$ cat config.mk
export PLATFORM = sky130hd
export DESIGN_NAME = arb_fifo_sequencer
export DESIGN_NICKNAME = d
export VERILOG_FILES = /design/src/rtl/arb_fifo_sequencer.sv
export SDC_FILE = /design/constraint.sdc
export NUM_CORES = 1
export LEC_CHECK = 0
export BUFFER_PORTS_ARGS = -buffer_cell sky130_fd_sc_hd__buf_2
export CORE_UTILIZATION = 40
export DETAILED_ROUTE_END_ITERATION = 16
export GPL_TIMING_DRIVEN = 0
export MAX_ROUTING_LAYER = met4
export PLACE_DENSITY = 0.72
export SKIP_LAST_GASP = 1
export SYNTH_ARGS = -nofsm -noshare
export SYNTH_HDL_FRONTEND = slang
export SYNTH_SLANG_ARGS = --single-unit
$ cat constraint.sdc
create_clock -name clk -period 2.52 [get_ports clk]
set_input_delay 0 -clock clk [delete_from_list [all_inputs] [get_ports clk]]
set_output_delay 0 -clock clk [all_outputs]
set_load 0.01 [all_outputs]
$ cat src/rtl/arb_fifo_sequencer.sv
// Instruction sequencer for one arbitrated FIFO bank. It turns a NOP/PUSH/REQ/HALT stream into
// one-hot push/request pulses, tracks FIFO occupancy in shadow counters and flags status disagreement.
module arb_fifo_sequencer #(
    parameter int NUM_REQS = 2,
    parameter int WIDTH    = 8,
    parameter int DEPTH    = 8,
    parameter int QWID     = 4,
    parameter int IDXW     = (NUM_REQS > 1) ? $clog2(NUM_REQS) : 1
) (
    input  logic                      clk,
    input  logic                      rst_n,
    input  logic                      cfg_vld_i,
    input  logic                      cfg_start_i,
    input  logic [NUM_REQS*QWID-1:0]  cfg_quantums_i,
    input  logic                      instr_vld_i,
    input  logic [1:0]                instr_op_i,
    input  logic [IDXW-1:0]           instr_idx_i,
    input  logic [WIDTH-1:0]          instr_data_i,
    output logic                      instr_rdy_o,
    input  logic [NUM_REQS-1:0]       full_i,
    input  logic [NUM_REQS-1:0]       empty_i,
    input  logic [NUM_REQS-1:0]       gnt_i,
    output logic [NUM_REQS-1:0]       push_o,
    output logic [NUM_REQS-1:0]       reqs_o,
    output logic [NUM_REQS*WIDTH-1:0] flat_data_in_o,
    output logic                      start_o,
    output logic [NUM_REQS*QWID-1:0]  quantums_o,
    output logic                      running_o,
    output logic [7:0]                drop_cnt_o,
    output logic                      err_o
);
    localparam int CW = $clog2(DEPTH + 1);
    localparam logic [CW-1:0] DEPTH_C = CW'(DEPTH);
    localparam logic [1:0] OP_PUSH = 2'd1;
    localparam logic [1:0] OP_REQ  = 2'd2;
    localparam logic [1:0] OP_HALT = 2'd3;

    typedef enum logic {ST_IDLE, ST_RUN} state_t;

    state_t                      state_q, state_d;
    logic                        start_q, start_d;
    logic [NUM_REQS*QWID-1:0]    quantums_q, quantums_d;
    logic [NUM_REQS-1:0]         push_q, push_d, reqs_q, reqs_d;
    logic [NUM_REQS*WIDTH-1:0]   data_q, data_d;
    logic [NUM_REQS-1:0][CW-1:0] cnt_q, cnt_d;
    logic [7:0]                  drop_q, drop_d;
    logic                        err_q, err_d;

    logic                        accept, idx_ok, is_push, is_req, push_ok, req_ok;
    logic [NUM_REQS-1:0]         lane_sel, cnt_full, cnt_zero, gnt_ok, gnt_bad, status_bad;

    assign accept  = instr_vld_i && (state_q == ST_RUN);
    assign idx_ok  = (int'(instr_idx_i) < NUM_REQS);
    assign is_push = accept && (instr_op_i == OP_PUSH);
    assign is_req  = accept && (instr_op_i == OP_REQ);
    // Legality uses the pre-edge counters, so a same-edge grant never frees a slot early.
    assign push_ok = is_push && |(lane_sel & ~cnt_full);
    assign req_ok  = is_req && |(lane_sel & ~cnt_zero);

    genvar gi;
    generate
        for (gi = 0; gi < NUM_REQS; gi++) begin : g_lane
            assign lane_sel[gi]   = idx_ok && (int'(instr_idx_i) == gi);
            assign cnt_full[gi]   = (cnt_q[gi] == DEPTH_C);
            assign cnt_zero[gi]   = (cnt_q[gi] == '0);
            assign gnt_ok[gi]     = gnt_i[gi] && !cnt_zero[gi];
            assign gnt_bad[gi]    = gnt_i[gi] && cnt_zero[gi];
            assign status_bad[gi] = (full_i[gi] != cnt_full[gi]) || (empty_i[gi] != cnt_zero[gi]);
            assign cnt_d[gi] = (push_d[gi] && !gnt_ok[gi]) ? cnt_q[gi] + 1'b1 :
                               (!push_d[gi] && gnt_ok[gi]) ? cnt_q[gi] - 1'b1 : cnt_q[gi];
            assign data_d[gi*WIDTH +: WIDTH] = push_d[gi] ? instr_data_i
                                                          : data_q[gi*WIDTH +: WIDTH];
        end
    endgenerate

    always_comb begin
        state_d    = state_q;
        start_d    = start_q;
        quantums_d = quantums_q;
        push_d     = '0;
        reqs_d     = '0;
        drop_d     = drop_q;
        err_d      = err_q || (|gnt_bad) || (|status_bad);
        case (state_q)
            ST_IDLE: begin
                if (cfg_vld_i) begin
                    start_d    = cfg_start_i;
                    quantums_d = cfg_quantums_i;
                    state_d    = ST_RUN;
                end
            end
            default: begin
                if (push_ok) push_d = lane_sel;
                if (req_ok)  reqs_d = lane_sel;
                if (((is_push && !push_ok) || (is_req && !req_ok)) && (drop_q != 8'hFF)) begin
                    drop_d = drop_q + 8'd1;
                end
                if (accept && (instr_op_i == OP_HALT)) state_d = ST_IDLE;
            end
        endcase
    end

    always_ff @(posedge clk or negedge rst_n) begin
        if (!rst_n) begin
            state_q    <= ST_IDLE;
            start_q    <= 1'b0;
            quantums_q <= '0;
            push_q     <= '0;
            reqs_q     <= '0;
            data_q     <= '0;
            cnt_q      <= '0;
            drop_q     <= '0;
            err_q      <= 1'b0;
        end else begin
            state_q    <= state_d;
            start_q    <= start_d;
            quantums_q <= quantums_d;
            push_q     <= push_d;
            reqs_q     <= reqs_d;
            data_q     <= data_d;
            cnt_q      <= cnt_d;
            drop_q     <= drop_d;
            err_q      <= err_d;
        end
    end

    assign instr_rdy_o    = (state_q == ST_RUN);
    assign running_o      = (state_q == ST_RUN);
    assign push_o         = push_q;
    assign reqs_o         = reqs_q;
    assign flat_data_in_o = data_q;
    assign start_o        = start_q;
    assign quantums_o     = quantums_q;
    assign drop_cnt_o     = drop_q;
    assign err_o          = err_q;

endmodule

# After elaboration in Yosys (flattened, before gate mapping)
# Index checks and enable logic that the tools add are counted.
totals:
  latch_bits: 0
  wordCells: 83
  n_memories: 0
  inputBits: 30
  register_bits: 47
  out_inout_bits: 40
  mem_bits_rw: 0
  romBits: 0
op_classes:
  n_eq_ne: 10
  div_mod_pow: 0
  muxes: 11
  bitwise_logic: 6
  shifts: 0
  reduce_logical: 40
  magnitude_cmp: 0
  n_mul: 0
  n_addsub: 5
ops:
  columns: ["op", "count"]
  rows:
  - ["$logic_and 1x1->1", 17]
  - ["$mux 4", 4]
  - ["$add 4x1->4 const B", 2]
  - ["$add 8x1->8 const B", 1]
  - ["$eq 4x4->1 const B", 2]
  - ["$logic_not 1->1", 8]
  - ["$logic_not 4->1", 2]
  - ["$mux 2", 4]
  - ["$ne 8x8->1 const B", 1]
  - ["$reduce_or 2->1", 4]
  - ["$sub 4x1->4 const B", 2]
  - ["$logic_or 1x1->1", 5]
  - ["$and 2x2->2", 2]
  - ["$eq 2x2->1 const B", 2]
  - ["$ne 1x1->1", 4]
  - ["$not 2->2", 2]
  - ["$reduce_and 2->1", 2]
  - ["$reduce_bool 2->1", 2]
  - ["$mux 1", 3]
  - ["$eq 2x1->1 const B", 1]
  - ["$not 1->1", 2]

# Depth between registers and ports, before layout
depth:
  word_depth: 11
  ltp_mapped: 12
  depth_no_buf: 12

# Worst setup path before layout
# OpenSTA, ideal clock, no wires.
synth_timing:
  kind: "flip-flop to flip-flop"
  startpoint: "reg cnt_q[0] (netlist name)"
  endpoint: "reg cnt_q[3] (netlist name)"
  n_path_buf: 1
  setup_ns: 0.125
  stages_incl_launch_ff: 12
  path_slack_ns: -0.151
  synth_period_minus_slack_ns: 2.671
  arrival_time_ns: 2.546
  t_required_ns: 2.395
  path_cell_list: "dfrtp_1 or4b_4 and3b_1 buf_2 ha_1 inv_1 ha_1 a21o_2 a21oi_1 xnor2_1 nor2_1 xor2_1"
synth_between:
  elab_chain_len: 10
  elab_cells_between_ends: 19
  cone_classes: "add/sub (2); eq/ne (1); mux (4); bitwise (2); reduce/logical (10)"
synth_lines:
  columns: ["item", "line_no", "text"]
  rows:
  - ["from (decl)", "45", "logic [NUM_REQS-1:0][CW-1:0] cnt_q, cnt_d;"]
  - ["from (signal assigned)", "121", "cnt_q <= cnt_d;"]
  - ["$eq 4x4->1 (*)", "64", "assign cnt_full[gi] = (cnt_q[gi] == DEPTH_C);"]
  - ["$not 2->2 (*)", "57", "assign push_ok = is_push && |(lane_sel & ~cnt_full);"]
  - ["$and 2x2->2 (*)", "57", null]
  - ["$reduce_or 2->1 (*)", "57", null]
  - ["$logic_and 1x1->1 (*)", "57", null]
  - ["$mux 2 (*)", "93", "if (push_ok) push_d = lane_sel;"]
  - ["$mux 2 (*)", "84", "case (state_q)"]
  - ["named net push_d[0]", "43", "logic [NUM_REQS-1:0] push_q, push_d, reqs_q, reqs_d;"]
  - ["$logic_not 1->1", "70", "(!push_d[gi] && gnt_ok[gi]) ? cnt_q[gi] - 1'b1 : cnt_q[gi];"]
  - ["$logic_and 1x1->1", "70", null]
  - ["$reduce_bool 2->1 (no source line)", null, null]
# The timed path passes the listed nets; every way through them passes the cells marked *. The select of a mux whose other input is x is not followed.
# A chain may end at the register's enable or synchronous reset.

# Worst setup path in the final report
layout_timing:
  startpoint: "reg cnt_q[4] (netlist name)"
  endpoint: "reg cnt_q[7] (netlist name)"
# The elaborated chain is that of the path after synthesis.

==> flow_metrics.tcl <==
set metrics [dict create \
    r2r_setup_slack_ns 0.08 \
    p_int_mw 1.98 \
    min_period_ns 2.44 \
    via_per_inst 4.76 \
    power.total_mw 2.99 \
    crit_arrival_ns 2.64 \
    dr.pass1.iters 4 \
    fin_cells 341 \
    ys_seq_area_share_pct 54.4 \
    dp.cells 297 \
    crit_fanout 4 \
    syn_to_final_growth_pct 42.1 \
    vias 1624 \
    grt_overflow 0 \
    crit_chain "or4b_4 > nand3_4 > inv_1 > ha_2 > inv_2 > ha_1 > a21o_1 > a21oi_2 > xnor2_1 > nor2_1 > xor2_1" \
    finalHoldViolCount 0 \
    timing.final.ws_setup_ns 0.0769 \
    wl_um 4480 \
    antenna_cells 0 \
    wl_met3_um 267 \
    wl_per_cell_um 13.1 \
    max_cap_violations 0 \
    drive_gt1_share_pct 52.8 \
    path_clk_slew_ns 0.10 \
    antenna_found_initial 0 \
    ys_warn_count 0 \
    grt_pass1_vias 1534 \
    pre_cts_ws_ns -0.344 \
    worstMarginPinSlew_ns 1.04 \
    avgSynthCellArea_um2 13.6 \
    min_period_over_period_pct 96.9 \
    ir_drop_mv 0.532 \
    grt_pass1_wl_um 6960 \
    crit_path_max_incr_delay_ns 0.56 \
    p_per_area_nw_per_um2 973 \
    clk_latency_ns 0.31 \
    port-buffer-count 68 \
    comb_power_share_pct 42.7 \
    grt.total_usage_pct 17.2 \
    status "completed" \
    drt-met1-wl_um 1990 \
    route.detailed.drc 0 \
    drv_slew 0 \
    final_cell_mix "68 x buf_2, 43 x dfrtp_1, 27 x mux2_2" \
    slew_headroom_pct 30.4 \
    final_util_pct 59.4 \
    end_kind "flip-flop" \
    start_util_pct 41.8 \
    worstPathRequired_ns 2.72 \
    cpMaxStageDelayCell "or4b_4" \
    cts_tree "done" \
    ys_async_sr_fraction_pct 100 \
    swShare_pct 33.9 \
    die_x_um 75.5 \
    hold_class "in2reg" \
    ant_nets 0 \
    routed-wl-met2_um 2170 \
    setup_viol 0 \
    syn-cell-area_um2 2160 \
    core_area_um2 5170 \
    pin_count 70 \
    rsz0062_at_grt "yes" \
    nets 309 \
    clockRootBuffer "clkbuf_8" \
    fillerInstances 436 \
    synth_nets 198 \
    pwr-share-seq_pct 41.3 \
    place_hpwl_um 2910 \
    place.gp.congestion 0.744 \
    synth-seq-cells 47 \
    grt_max_degree 48 \
    die_y_um 75.5 \
    max_freq_mhz 409 \
    worst-setup-path-type "reg2reg" \
    highest-signal-layer "met4" \
    cts_sinks 47 \
    cp_num_buf_inv 2 \
    drtIter0Drc 40 \
    synthCells 159 \
    p_sw_mw 1.01 \
    final_common_cell "buf_2" \
    numCtsBuffers 5 \
    num_rows 26 \
    yosysUniqueCellTypes 34 \
    clock_power_share_pct 16.0 \
    dieArea_um2 5700 \
    crit_family "simple AND/OR/NAND/NOR gates" \
    synth_ff_type "dfrtp_1" \
    htreeDepth 2 \
    startpoint_type "flip-flop" \
    synth_edf_count 0 \
    clock_path_buffers 2 \
    leakagePower_nw 1.47 \
    skew_ns 0.00976 \
]
[layer usage]
metal,vias to the layer above,GRT usage (%)
met5,-,-
met4,0,5.56
met3,6,4.23
met2,59,29.0
met1,772,20.4
li1,787,-
[worst paths after layout]
check                      cells after the start       endpoint           from
min reg2reg                                    1  drop_cnt_o[5]  drop_cnt_o[5]
min in group asynchronous                      2  drop_cnt_o[7]          rst_n
max reg2reg                                   11       cnt_q[7]       cnt_q[4]
min                                            3    instr_rdy_o    instr_vld_i
max                                           11       cnt_q[7]       cnt_q[4]
max in group asynchronous                      2       cnt_q[1]          rst_n
[final cells by class]
class | count | area [um^2] | share of cell area, %
Sequential cell | 47 | 1180 | 38.4
Tap cell | 70 | 87.6 | 2.85
Multi-Input combinational cell | 103 | 988 | 32.2
Buffer | 5 | 37.5 | 1.22
Clock inverter | 3 | 27.5 | 0.896
Clock buffer | 5 | 68.8 | 2.24
Timing Repair Buffer | 105 | 671 | 21.8
Inverter | 3 | 11.3 | 0.366
[synth_stat cells, types with 3 or more instances]
cell / n / area [um^2]
nand2_1: 6 / 22.5
mux2i_1: 3 / 30.0
nor2_1: 4 / 15.0
xnor2_1: 14 / 123
ha_1: 7 / 87.6
mux2_2: 27 / 304
xor2_1: 3 / 26.3
o21ai_0: 5 / 25.0
inv_1: 3 / 11.3
and3_1: 4 / 25.0
dfrtp_1: 47 / 1180
o2111ai_1: 3 / 26.3
[cells by family (layout without fill, tap and decap cells)]
logic type               Yosys count  in the layout  synth area share, %
flip-flops                        47             47                 54.4
AND/OR/NAND/NOR                   32             32                 9.90
AO/OA/AOI/OAI                     14             14                 4.28
buffers and inverters              9            121                 2.49
XOR/XNOR                          17             17                 6.89
multiplexers                      31             31                 16.1
adder cells (fa/ha/maj)            9              9                 5.90
[power groups by stage]
stage          logic (mW)  registers, mW  clock network (mW)
2_1_floorplan       0.578           1.37                   0
3_3_place_gp         1.03           1.28                   0
3_5_place_dp         1.06           1.29                   0
4_1_cts              1.22           1.24               0.503
5_1_grt              1.40           1.28               0.529
6_report             1.28           1.24               0.479
[worst register-to-register path: cells and delay by family (launching register included)]
family / cells / cell delay, ns
AO/OA/AOI/OAI: 2 / 0.33
XOR/XNOR: 2 / 0.27
adder cells (fa/ha/maj): 2 / 0.42
buffers and inverters: 2 / 0.15
flip-flops: 1 / 0.43
AND/OR/NAND/NOR: 3 / 0.74
[stage by stage]
| step | instance area, um^2 | setup TNS, ns | hold slack [ns] |
|---|---|---|---|
| floorplan | 2170 | -0.0854 | -0.296 |
| global placement | 2600 | -0.455 | 0.235 |
| detailed placement | 2600 | -0.803 | 0.240 |
| CTS | 3010 | 0 | 0.0152 |
| global route | 3070 | -0.0534 | 0.0301 |
| finish | 3070 | 0 | 0.0252 |
[registers in the layout, summed over array words and instances (netlist names)]
signal,count
push_o,2
reqs_o,2
cnt_q,8
instr_rdy_o,1
start_o,1
err_o,1
quantums_o,8
drop_cnt_o,8
flat_data_in_o,16
[timing repair]
item / 4_1_cts / 5_1_grt
pin swaps: 2 / 7
endpoints found under the hold margin: 74 / 0
hold buffers: 21 / 0
setup endpoints to repair: 5 / 2
setup buffers: 9 / 7
resized for setup: 12 / 5
Power figures use the tool's default switching activity.
